--- src/rtl/apb_pwm_multi_if.sv ---
// APB3 bus bundle for the multi-channel PWM block.
// The requester side drives address, control and write data. The completer side returns the
// ready, error and read-data responses.
interface apb_pwm_multi_if #(
    parameter int unsigned ADDR_W = 12,
    parameter int unsigned DATA_W = 32
) ();
    logic [ADDR_W-1:0] PADDR;
    logic              PSEL;
    logic              PENABLE;
    logic              PWRITE;
    logic [DATA_W-1:0] PWDATA;
    logic              PREADY;
    logic              PSLVERR;
    logic [DATA_W-1:0] PRDATA;

    modport master (
        output PADDR, PSEL, PENABLE, PWRITE, PWDATA,
        input  PREADY, PSLVERR, PRDATA
    );

    modport slave (
        input  PADDR, PSEL, PENABLE, PWRITE, PWDATA,
        output PREADY, PSLVERR, PRDATA
    );
endinterface

--- src/rtl/apb_pwm_multi.sv ---
// Multi-channel PWM generator with an APB3 register interface.
// Each channel has its own counter and shadowed period/duty registers. A pending period or duty
// value becomes active only at a period boundary, so the output never glitches. Each channel
// sets a sticky wrap flag in STATUS, and irq is driven from the flags enabled in IRQ_EN.
module apb_pwm_multi #(
    parameter int unsigned NUM_CH = 4,
    parameter int unsigned CNT_W  = 16,
    parameter int unsigned ADDR_W = 12,
    parameter int unsigned DATA_W = 32
) (
    input  logic              PCLK,
    input  logic              PRESETn,
    apb_pwm_multi_if.slave    apb,
    output logic [NUM_CH-1:0] pwm_out,
    output logic              irq
);

    // Channel registers occupy the address page 0x100..0x1FF.
    localparam logic [ADDR_W-9:0] ChPage = (ADDR_W-8)'(1);

    logic              access, wr_en, err, misaligned, is_glb, ch_ok;
    logic [3:0]        ch_idx;
    logic [1:0]        reg_sel;
    logic              wr_ctrl, wr_status, wr_irq_en;
    logic [NUM_CH-1:0] wr_per, wr_duty, wr_cfg;

    logic              gen_q, gen_d, irq_q;
    logic [NUM_CH-1:0] status_q, irq_en_q, en_q, en_d, pol_q, pwm_q;
    logic [NUM_CH-1:0] run_q, run_d, wrap;
    logic [CNT_W-1:0]  period_q   [NUM_CH];
    logic [CNT_W-1:0]  duty_q     [NUM_CH];
    logic [CNT_W-1:0]  cnt_q      [NUM_CH];
    logic [CNT_W-1:0]  per_act_q  [NUM_CH];
    logic [CNT_W-1:0]  duty_act_q [NUM_CH];
    logic [DATA_W-1:0] rdata;

    // Decode the address and flag errors: misaligned, unmapped, missing channel, or a CNT write.
    always_comb begin
        misaligned = |apb.PADDR[1:0];
        ch_idx     = apb.PADDR[7:4];
        reg_sel    = apb.PADDR[3:2];
        is_glb     = (apb.PADDR[ADDR_W-1:4] == '0) && (reg_sel != 2'd3);
        ch_ok      = (apb.PADDR[ADDR_W-1:8] == ChPage) && (32'(ch_idx) < NUM_CH);
        err        = misaligned || !(is_glb || ch_ok) ||
                     (ch_ok && (reg_sel == 2'd3) && apb.PWRITE);
        access     = apb.PSEL & apb.PENABLE;
        wr_en      = access & apb.PWRITE & ~err;
    end

    // Per-register write strobes; an errored access produces none.
    always_comb begin
        wr_ctrl   = wr_en && is_glb && (reg_sel == 2'd0);
        wr_status = wr_en && is_glb && (reg_sel == 2'd1);
        wr_irq_en = wr_en && is_glb && (reg_sel == 2'd2);
        wr_per    = '0;
        wr_duty   = '0;
        wr_cfg    = '0;
        for (int n = 0; n < NUM_CH; n++) begin
            if (wr_en && ch_ok && (ch_idx == 4'(n))) begin
                case (reg_sel)
                    2'd0:    wr_per[n]  = 1'b1;
                    2'd1:    wr_duty[n] = 1'b1;
                    2'd2:    wr_cfg[n]  = 1'b1;
                    default: ;
                endcase
            end
        end
    end

    // Compute run state now and after this edge. run 0->1 between them is an activation.
    always_comb begin
        gen_d = wr_ctrl ? apb.PWDATA[0] : gen_q;
        for (int n = 0; n < NUM_CH; n++) begin
            en_d[n]  = wr_cfg[n] ? apb.PWDATA[0] : en_q[n];
            run_q[n] = gen_q & en_q[n];
            run_d[n] = gen_d & en_d[n];
            wrap[n]  = run_q[n] && (cnt_q[n] == per_act_q[n]);
        end
    end

    // Read mux; zero outside a valid read access phase.
    always_comb begin
        rdata = '0;
        if (access && !apb.PWRITE && !err) begin
            if (is_glb) begin
                case (reg_sel)
                    2'd0:    rdata = DATA_W'(gen_q);
                    2'd1:    rdata = DATA_W'(status_q);
                    2'd2:    rdata = DATA_W'(irq_en_q);
                    default: ;
                endcase
            end
            for (int n = 0; n < NUM_CH; n++) begin
                if (ch_ok && (ch_idx == 4'(n))) begin
                    case (reg_sel)
                        2'd0:    rdata = DATA_W'(period_q[n]);
                        2'd1:    rdata = DATA_W'(duty_q[n]);
                        2'd2:    rdata = DATA_W'({pol_q[n], en_q[n]});
                        default: rdata = DATA_W'(cnt_q[n]);
                    endcase
                end
            end
        end
    end

    assign apb.PREADY  = 1'b1;
    assign apb.PSLVERR = access & err;
    assign apb.PRDATA  = rdata;
    assign pwm_out     = pwm_q;
    assign irq         = irq_q;

    // Global registers. On the same edge, a wrap overrides a W1C clear.
    always_ff @(posedge PCLK or negedge PRESETn) begin
        if (!PRESETn) begin
            gen_q    <= 1'b0;
            irq_en_q <= '0;
            status_q <= '0;
            irq_q    <= 1'b0;
        end else begin
            gen_q <= gen_d;
            if (wr_irq_en) irq_en_q <= apb.PWDATA[NUM_CH-1:0];
            status_q <= (status_q & ~(wr_status ? apb.PWDATA[NUM_CH-1:0] : '0)) | wrap;
            irq_q    <= |(status_q & irq_en_q);
        end
    end

    // Per-channel configuration, counter, shadow transfer and registered output.
    always_ff @(posedge PCLK or negedge PRESETn) begin
        if (!PRESETn) begin
            en_q  <= '0;
            pol_q <= '0;
            pwm_q <= '0;
            for (int n = 0; n < NUM_CH; n++) begin
                period_q[n]   <= '0;
                duty_q[n]     <= '0;
                cnt_q[n]      <= '0;
                per_act_q[n]  <= '0;
                duty_act_q[n] <= '0;
            end
        end else begin
            for (int n = 0; n < NUM_CH; n++) begin
                if (wr_per[n])  period_q[n] <= apb.PWDATA[CNT_W-1:0];
                if (wr_duty[n]) duty_q[n]   <= apb.PWDATA[CNT_W-1:0];
                en_q[n] <= en_d[n];
                if (wr_cfg[n])  pol_q[n]    <= apb.PWDATA[1];
                if (run_q[n]) begin
                    pwm_q[n] <= (cnt_q[n] < duty_act_q[n]) ^ pol_q[n];
                    if (wrap[n]) begin
                        cnt_q[n]      <= '0;
                        per_act_q[n]  <= period_q[n];
                        duty_act_q[n] <= duty_q[n];
                    end else begin
                        cnt_q[n] <= cnt_q[n] + CNT_W'(1);
                    end
                end else begin
                    cnt_q[n] <= '0;
                    pwm_q[n] <= pol_q[n];
                    if (run_d[n]) begin
                        per_act_q[n]  <= period_q[n];
                        duty_act_q[n] <= duty_q[n];
                    end
                end
            end
        end
    end

endmodule

--- src/flat_wrapper.sv ---
// flat-port wrapper written by rule: the top's interface ports become plain ports
module apb_pwm_multi_flat 
#(
    parameter int unsigned NUM_CH = 4,
    parameter int unsigned CNT_W  = 16,
    parameter int unsigned ADDR_W = 12,
    parameter int unsigned DATA_W = 32
)
  (PCLK, PRESETn, pwm_out, irq, apb_PADDR, apb_PSEL, apb_PENABLE, apb_PWRITE, apb_PWDATA, apb_PREADY, apb_PSLVERR, apb_PRDATA);
  apb_pwm_multi_if #(.ADDR_W(ADDR_W), .DATA_W(DATA_W)) apb_i ();
  input  logic PCLK;
  input  logic PRESETn;
  output logic [NUM_CH-1:0] pwm_out;
  output logic irq;
  input wire logic [$bits(apb_i.PADDR)-1:0] apb_PADDR;
  input wire logic [$bits(apb_i.PSEL)-1:0] apb_PSEL;
  input wire logic [$bits(apb_i.PENABLE)-1:0] apb_PENABLE;
  input wire logic [$bits(apb_i.PWRITE)-1:0] apb_PWRITE;
  input wire logic [$bits(apb_i.PWDATA)-1:0] apb_PWDATA;
  output wire logic [$bits(apb_i.PREADY)-1:0] apb_PREADY;
  output wire logic [$bits(apb_i.PSLVERR)-1:0] apb_PSLVERR;
  output wire logic [$bits(apb_i.PRDATA)-1:0] apb_PRDATA;
  assign apb_i.PADDR = apb_PADDR;
  assign apb_i.PSEL = apb_PSEL;
  assign apb_i.PENABLE = apb_PENABLE;
  assign apb_i.PWRITE = apb_PWRITE;
  assign apb_i.PWDATA = apb_PWDATA;
  assign apb_PREADY = apb_i.PREADY;
  assign apb_PSLVERR = apb_i.PSLVERR;
  assign apb_PRDATA = apb_i.PRDATA;
  apb_pwm_multi #(.NUM_CH(NUM_CH), .CNT_W(CNT_W), .ADDR_W(ADDR_W), .DATA_W(DATA_W)) u_core (.PCLK(PCLK), .PRESETn(PRESETn), .apb(apb_i), .pwm_out(pwm_out), .irq(irq));
endmodule
--- config.mk ---
export PLATFORM = sky130hd
export DESIGN_NAME = apb_pwm_multi_flat
export DESIGN_NICKNAME = d
export VERILOG_FILES = /design/src/rtl/apb_pwm_multi_if.sv /design/src/rtl/apb_pwm_multi.sv /design/src/flat_wrapper.sv
export SDC_FILE = /design/constraint.sdc
export NUM_CORES = 1
export LEC_CHECK = 0
export ABC_AREA = 1
export BUFFER_PORTS_ARGS = -buffer_cell sky130_fd_sc_hd__buf_2
export CAP_MARGIN = 40
export CORE_MARGIN = 2
export CORE_UTILIZATION = 40
export DETAILED_ROUTE_END_ITERATION = 7
export PLACE_DENSITY_LB_ADDON = 0.08
export SLEW_MARGIN = 10
export SYNTH_ARGS = -nofsm -noshare
export SYNTH_HDL_FRONTEND = slang
export SYNTH_SLANG_ARGS = --single-unit
--- constraint.sdc ---
create_clock -name PCLK -period 2.7 [get_ports PCLK]
set_input_delay 0.54 -clock PCLK [delete_from_list [all_inputs] [get_ports PCLK]]
set_output_delay 0.54 -clock PCLK [all_outputs]
set_load 0.02 [all_outputs]
==> impl_metrics.yaml, run 1 <==
synth:
  synth-seq-cells: 342
  synth_area_um2: 18840
  synth.distinct_cells: 48
  seq_area_frac_synth_pct: 45.43
  synth_area_per_cell_um2: 7.843
  yosysWarnings: 0
  syn_inst: 2402
finish:
  final_nets: 2671
  drive_gt1_share_pct: 16.33
  antenna_cells: 0
  layout_commonest_cell: "nand2_1"
  multi_input_area_um2: 8996
  seq_area_um2: 8566
  post-route-util_pct: 49.53
  mostFrequentLayoutCells: "nand2_1, nand3_1, dfrtp_1"
  fillerInstances: 4450
  finalInstanceArea_um2: 23060
  areaGrowthSynthToFinish_pct: 22.40
cts:
  clock_sinks: 342
  worstSkewPairLatency_ns: 0.57
  cts.clk_slew.worst_paths_ns: 0.06
  cts_root_buffer: "clkbuf_16"
  cts_tree: "done"
  clockBufferDepth: 3
  numCtsBuffers: 41
  htree_levels: 2
setup_path:
  cp_max_fo: 16
  crit_top_cell: "buf_4"
  worst_path_largest_cell_delay_ns: 0.26
  path_cells: "buf_4 -> nand2_4 -> buf_6 -> buf_4 -> o22ai_1 -> nor2_1 -> a21oi_2 -> a31oi_1 -> buf_4 -> buf_6"
  crit_required_ns: 2.16
  r2r_slack_ns: 0.30
  crit_type: "input port to primary output"
  crit_slowest_cell: "nor2_1"
  start_kind: "input port"
  end_kind: "primary output"
  arrival_ns: 2.17
floorplan:
  die_h_um: 221.0
  die_w_um: 221.0
  rows: 79
  start_util_pct: 40.47
  pin_count: 88
  dieArea_um2: 48850
  coreArea_um2: 46560
sta:
  slew_headroom_pct: 54.95
  finalMaxSlewViolations: 0
  hold_violations: 0
  max_freq_mhz: 368.7
  fin_crit_ns: 2.712
  rsz0062_at_grt: "true"
  setup_viol: 1
  hold_ws_ns: 0.4175
  setup_slack_ns: -0.01196
  fin_crit_sh_pct: 100.4
  finClkSkew_ns: 0.02213
  max_slew.worst_pin.slew_ns: 0.6751
global_routing:
  grt_pass1_vias: 16630
  grt-ovfl-total: 0
  grt_pass1_wl_mm: 98.59
  grt_max_degree: 70
  track_usage_pct: 25.72
  antenna_found_initial: 0
placement:
  hpwl_mm: 45.80
  place_worst_setup_slack_ns: -0.3267
  io_buffers: 54
  placed_cell_area_um2: 20880
  gp_congestion: 0.8889
route:
  ant_nets: 0
  dr_total_vias: 17220
  drt-pass1-iter-count: 5
  via_per_inst: 5.384
  drtIter0Drc: 1479
  routed_wl_mm: 62.79
  wl_per_cell_um: 19.63
  drc: 0
status:
  status: "finished with violations"
  violations: "negative setup slack"
min_path:
  min_path_type: "input port to flip-flop"
pwr:
  cellLeakagePower_uw: 0.01158
  p_per_area_nw_per_um2: 504.9
  peakVddDrop_uv: 805.0
  p_total_uw: 11640
job:
  drv_cap: 0
[power breakdown]
| group | switching, uW | total [uW] | internal [uW] | leakage [uW] |
|---|---|---|---|---|
| clock network | 2310 | 5990 | 3680 | 0.000717 |
| logic | 369 | 529 | 159 | 0.00611 |
| registers | 0.0232 | 5130 | 5130 | 0.00475 |
| total | 2680 | 11600 | 8960 | 0.0116 |
[worst max-delay path, delay by kind of cell]
| kind | cells | cell delay (ns) |
|---|---|---|
| buffers and inverters | 5 | 0.90 |
| AO/OA/AOI/OAI | 3 | 0.38 |
| AND/OR/NAND/NOR | 2 | 0.33 |
[sequential cells by signal, summed over array words and instances, names as in the netlist]
name	flops
u_core.pol_q	4
u_core.duty_q	64
u_core.irq_en_q	4
u_core.pwm_out	4
u_core.cnt_q	64
u_core.status_q	4
u_core.per_act_q	64
u_core.duty_act_q	64
u_core.period_q	64
u_core.en_q	4
u_core.irq	1
u_core.gen_q	1
[path summary, 6_finish.rpt]
check / startpoint / end / cells after the start
hold reg to reg: u_core.irq_en_q[2] / u_core.irq_en_q[2] / 2
setup reg to reg: u_core.cnt_q[53] / u_core.cnt_q[60] / 12
setup / recovery: apb_PADDR[2] / apb_PRDATA[11] / 10
max in group asynchronous: PRESETn / u_core.duty_q[4] / 3
min in group asynchronous: PRESETn / u_core.cnt_q[33] / 2
hold / removal: apb_PWDATA[0] / u_core.en_q[2] / 3
[final cells by class]
| class | count | area share (%) |
|---|---|---|
| Clock buffer | 62 | 5.410 |
| Clock inverter | 14 | 0.9008 |
| Sequential cell | 342 | 37.15 |
| Tap cell | 607 | 3.294 |
| Inverter | 287 | 4.699 |
| Timing Repair Buffer | 227 | 9.534 |
| Multi-Input combinational cell | 1659 | 39.01 |
[logic make-up (layout without fill, tap and decap cells)]
family          Yosys count  after routing  share of synthesized area (%)
simple gates           1150           1150                          27.91
buf+inv                 416            590                          9.059
compound gates          392            392                          11.64
flops                   342            342                          45.43
fa+ha+maj                64             64                          4.251
xor+xnor                 36             36                          1.674
other cells               2             17                        0.03986
[stage by stage]
stage          setup TNS (ns)  std cells
6_report             -0.01196       3198
5_1_grt               -0.4823       3198
3_5_place_dp           -5.125       3104
3_3_place_gp           -3.380       3104
4_1_cts               -0.1557       3197
2_1_floorplan               0       2417
[synth_stat cells, drive strengths merged]
library cell  instances  area [um2]
nand2               557        2123
nand3               368        1899
dfrtp               342        8558
inv                 286        1074
o21ai               205        1026
a21oi                96       480.5
nor2                 83       339.1
clkbuf               77       290.3
ha                   64       800.8
buf                  52       339.1
nand4                46       287.8
nor3                 29       167.7
or2                  29       181.4
xor2                 26       227.7
nor4                 22       143.9
o22ai                21       131.4
o211ai               18       135.1
a221oi               16       140.1
xnor2                10       87.58
a31oi                 9       56.30
nor3b                 7       52.55
nand3b                6       45.04
o31ai                 5       37.54
a22o                  4       35.03
o21a                  4       30.03
o2111ai               3       26.28
o21bai                3       22.52
or3                   3       18.77
a211oi                2       15.01
a221o                 2       20.02
conb                  2       7.510
o211a                 2       20.02
a22oi                 1       7.510
a41oi                 1       8.760
clkinv                1       3.750
[per-layer routing]
| metal | vias up | routed length (um) | global-route usage [%] |
|---|---|---|---|
| met1 | 8299 | 30110 | 38.65 |
| met2 | 506 | 27160 | 38.56 |
| met4 | 0 | 2053 | 8.703 |
| met3 | 96 | 3463 | 2.722 |
| met5 | - | 0 | 0 |
| li1 | 8317 | - | - |
[what timing repair did]
action,in CTS,in global routing
setup buffers,15,1
gates cloned,1,1
resized for setup,112,48
hold buffers,1,0
endpoints found under the setup margin,16,16
pin swaps,23,15
endpoints found under the hold margin,54,0
(Power assumes the default switching activity.)
==> run 2, diff against run 1 <==
Settings changed: CORE_ASPECT_RATIO from default to 0.8.
==> impl_metrics.yaml, run 2 (synthesis results as in run 1) <==
status:
  status: "complete, no violations"
cts:
  clockBufferDepth: 3
  worstSkewPairLatency_ns: 0.58
  cts_root_buffer: "clkbuf_16"
  cts_tree: "done"
  cts.clk_slew.worst_paths_ns: 0.06
  clock_sinks: 342
  htree_levels: 2
  numCtsBuffers: 39
min_path:
  min_path_type: "input port to flip-flop"
  hold_depth: 3
  min_from: "apb_PWDATA[0]"
  hold_path_end: "u_core.en_q[0]"
route:
  dr_total_vias: 17510
  wl_per_cell_um: 20.38
  via_per_inst: 5.450
  drc: 0
  drt-pass1-iter-count: 6
  drtIter0Drc: 1512
  ant_nets: 0
  routed_wl_mm: 65.49
sta:
  fin_tns_setup_ns: 0
  fin_crit_ns: 2.696
  max_freq_mhz: 370.9
  setup_viol: 0
  finClkSkew_ns: 0.02921
  hold_violations: 0
  finalMaxSlewViolations: 0
  fin_crit_sh_pct: 99.85
  hold_ws_ns: 0.4269
  slew_headroom_pct: 44.46
  max_slew.worst_pin.slew_ns: 0.8322
  rsz0062_at_grt: "true"
placement:
  io_buffers: 54
  hpwl_mm: 46.85
  gp_congestion: 0.8581
pwr:
  peakVddDrop_uv: 460.4
  cellLeakagePower_uw: 0.01154
  p_per_area_nw_per_um2: 481.9
  p_total_uw: 11050
global_routing:
  busiest_layer: "met1"
  grt_max_degree: 65
  grt_util_met1_pct: 42.89
  grtUsageMet2_pct: 38.01
  antenna_found_initial: 0
  track_usage_pct: 27.56
  grt.met3_usage_pct: 5.476
  grt_pass1_wl_mm: 101.8
  grt-ovfl-total: 0
  grt_pass1_vias: 16630
setup_path:
  path_cells: "buf_6 -> buf_12 -> nor2_4 -> buf_6 -> buf_16 -> buf_4 -> a22o_1 -> o21ai_1 -> buf_4 -> a41oi_4 -> buf_6"
  crit_type: "input port to primary output"
  start_kind: "input port"
  crit_family: "buffers and inverters"
  critPathBufInv: 7
  crit_slowest_cell: "a41oi_4"
  reg2reg_to: "u_core.cnt_q[62]"
  cp.depth: 11
  arrival_ns: 2.16
  crit_top_cell: "buf_6"
  worst_path_largest_cell_delay_ns: 0.30
  cp_max_fo: 9
  worstReg2RegStart: "u_core.cnt_q[48]"
  crit_required_ns: 2.16
  r2r_slack_ns: 0.43
  end_kind: "primary output"
  worst_r2r_path_depth: 12
finish:
  final_nets: 2676
  drive_gt1_share_pct: 15.97
  areaGrowthSynthToFinish_pct: 21.70
  mostFrequentLayoutCells: "nand2_1, nand3_1, dfrtp_1"
  layout_commonest_cell: "nand2_1"
floorplan:
  die_h_um: 198.1
  coreArea_um2: 46730
  start_util_pct: 40.32
  die_w_um: 246.6
  pin_count: 88
  rows: 71
  dieArea_um2: 48860
job:
  drv_cap: 0
-- run 2: repair_timing --
item	in CTS	in global routing
cloned	3	0
gates resized for setup	90	36
pin swaps	24	12
setup buffers	16	6
endpoints found under the setup margin	16	16
endpoints found under the hold margin	50	0
hold buffers	1	0
-- run 2: where the power goes --
group | internal [uW] | switching, uW
combinational | 167 | 396
sequential | 5130 | 0.0240
clock | 3090 | 2270
total | 8380 | 2670
-- run 2: through the flow --
stage	utilization, %	instances	worst slack (ns)	cell area (um2)
floorplan	-	2417	0.05968	18900
global placement	44.78	3118	-0.3296	20930
detailed placement	44.78	3118	-0.3312	20930
CTS	48.68	3206	0.0008551	22750
global route	49.06	3212	-0.09765	22930
finish	49.07	3213	0.003957	22930
-- run 2: worst reg2reg max path, cell delays in order, from the launching register on --
cell and delay, ns:
dfrtp_1 0.52, ha_1 0.26, nand3_1 0.14, inv_1 0.10, nand4_1 0.10, or2_2 0.31
nor2_1 0.13, nand2_1 0.09, nor2_1 0.16, nand2_1 0.09, o21ai_0 0.16, nand3_1 0.09
inv_1 0.08
-- run 2: cell type report --
class	count	area, um2
Antenna cell	1	2.502
Clock buffer	55	1117
Clock inverter	15	147.6
Fill cell	4604	23800
Inverter	287	1082
Multi-Input combinational cell	1659	8991
Sequential cell	342	8562
Tap cell	620	775.7
Timing Repair Buffer	234	2250
-- run 2: how the worst max path moves through the flow --
stage | slack, ns | end | startpoint
2_1_floorplan | 0.06 | apb_PRDATA[3] | apb_PADDR[3]
3_3_place_gp | -0.33 | apb_PRDATA[5] | apb_PADDR[9]
3_5_place_dp | -0.33 | apb_PRDATA[5] | apb_PADDR[9]
4_1_cts | 0.0009 | apb_PRDATA[9] | apb_PADDR[7]
5_1_grt | -0.1 | apb_PRDATA[0] | u_core.gen_q
6_report | 0.004 | apb_PRDATA[5] | apb_PADDR[2]
-- run 2: metal layers --
metal | routed length (um) | vias up
met5 | 0 | -
li1 | - | 8327
met3 | 4661 | 87
met1 | 32600 | 8514
met2 | 26440 | 584
met4 | 1791 | 0
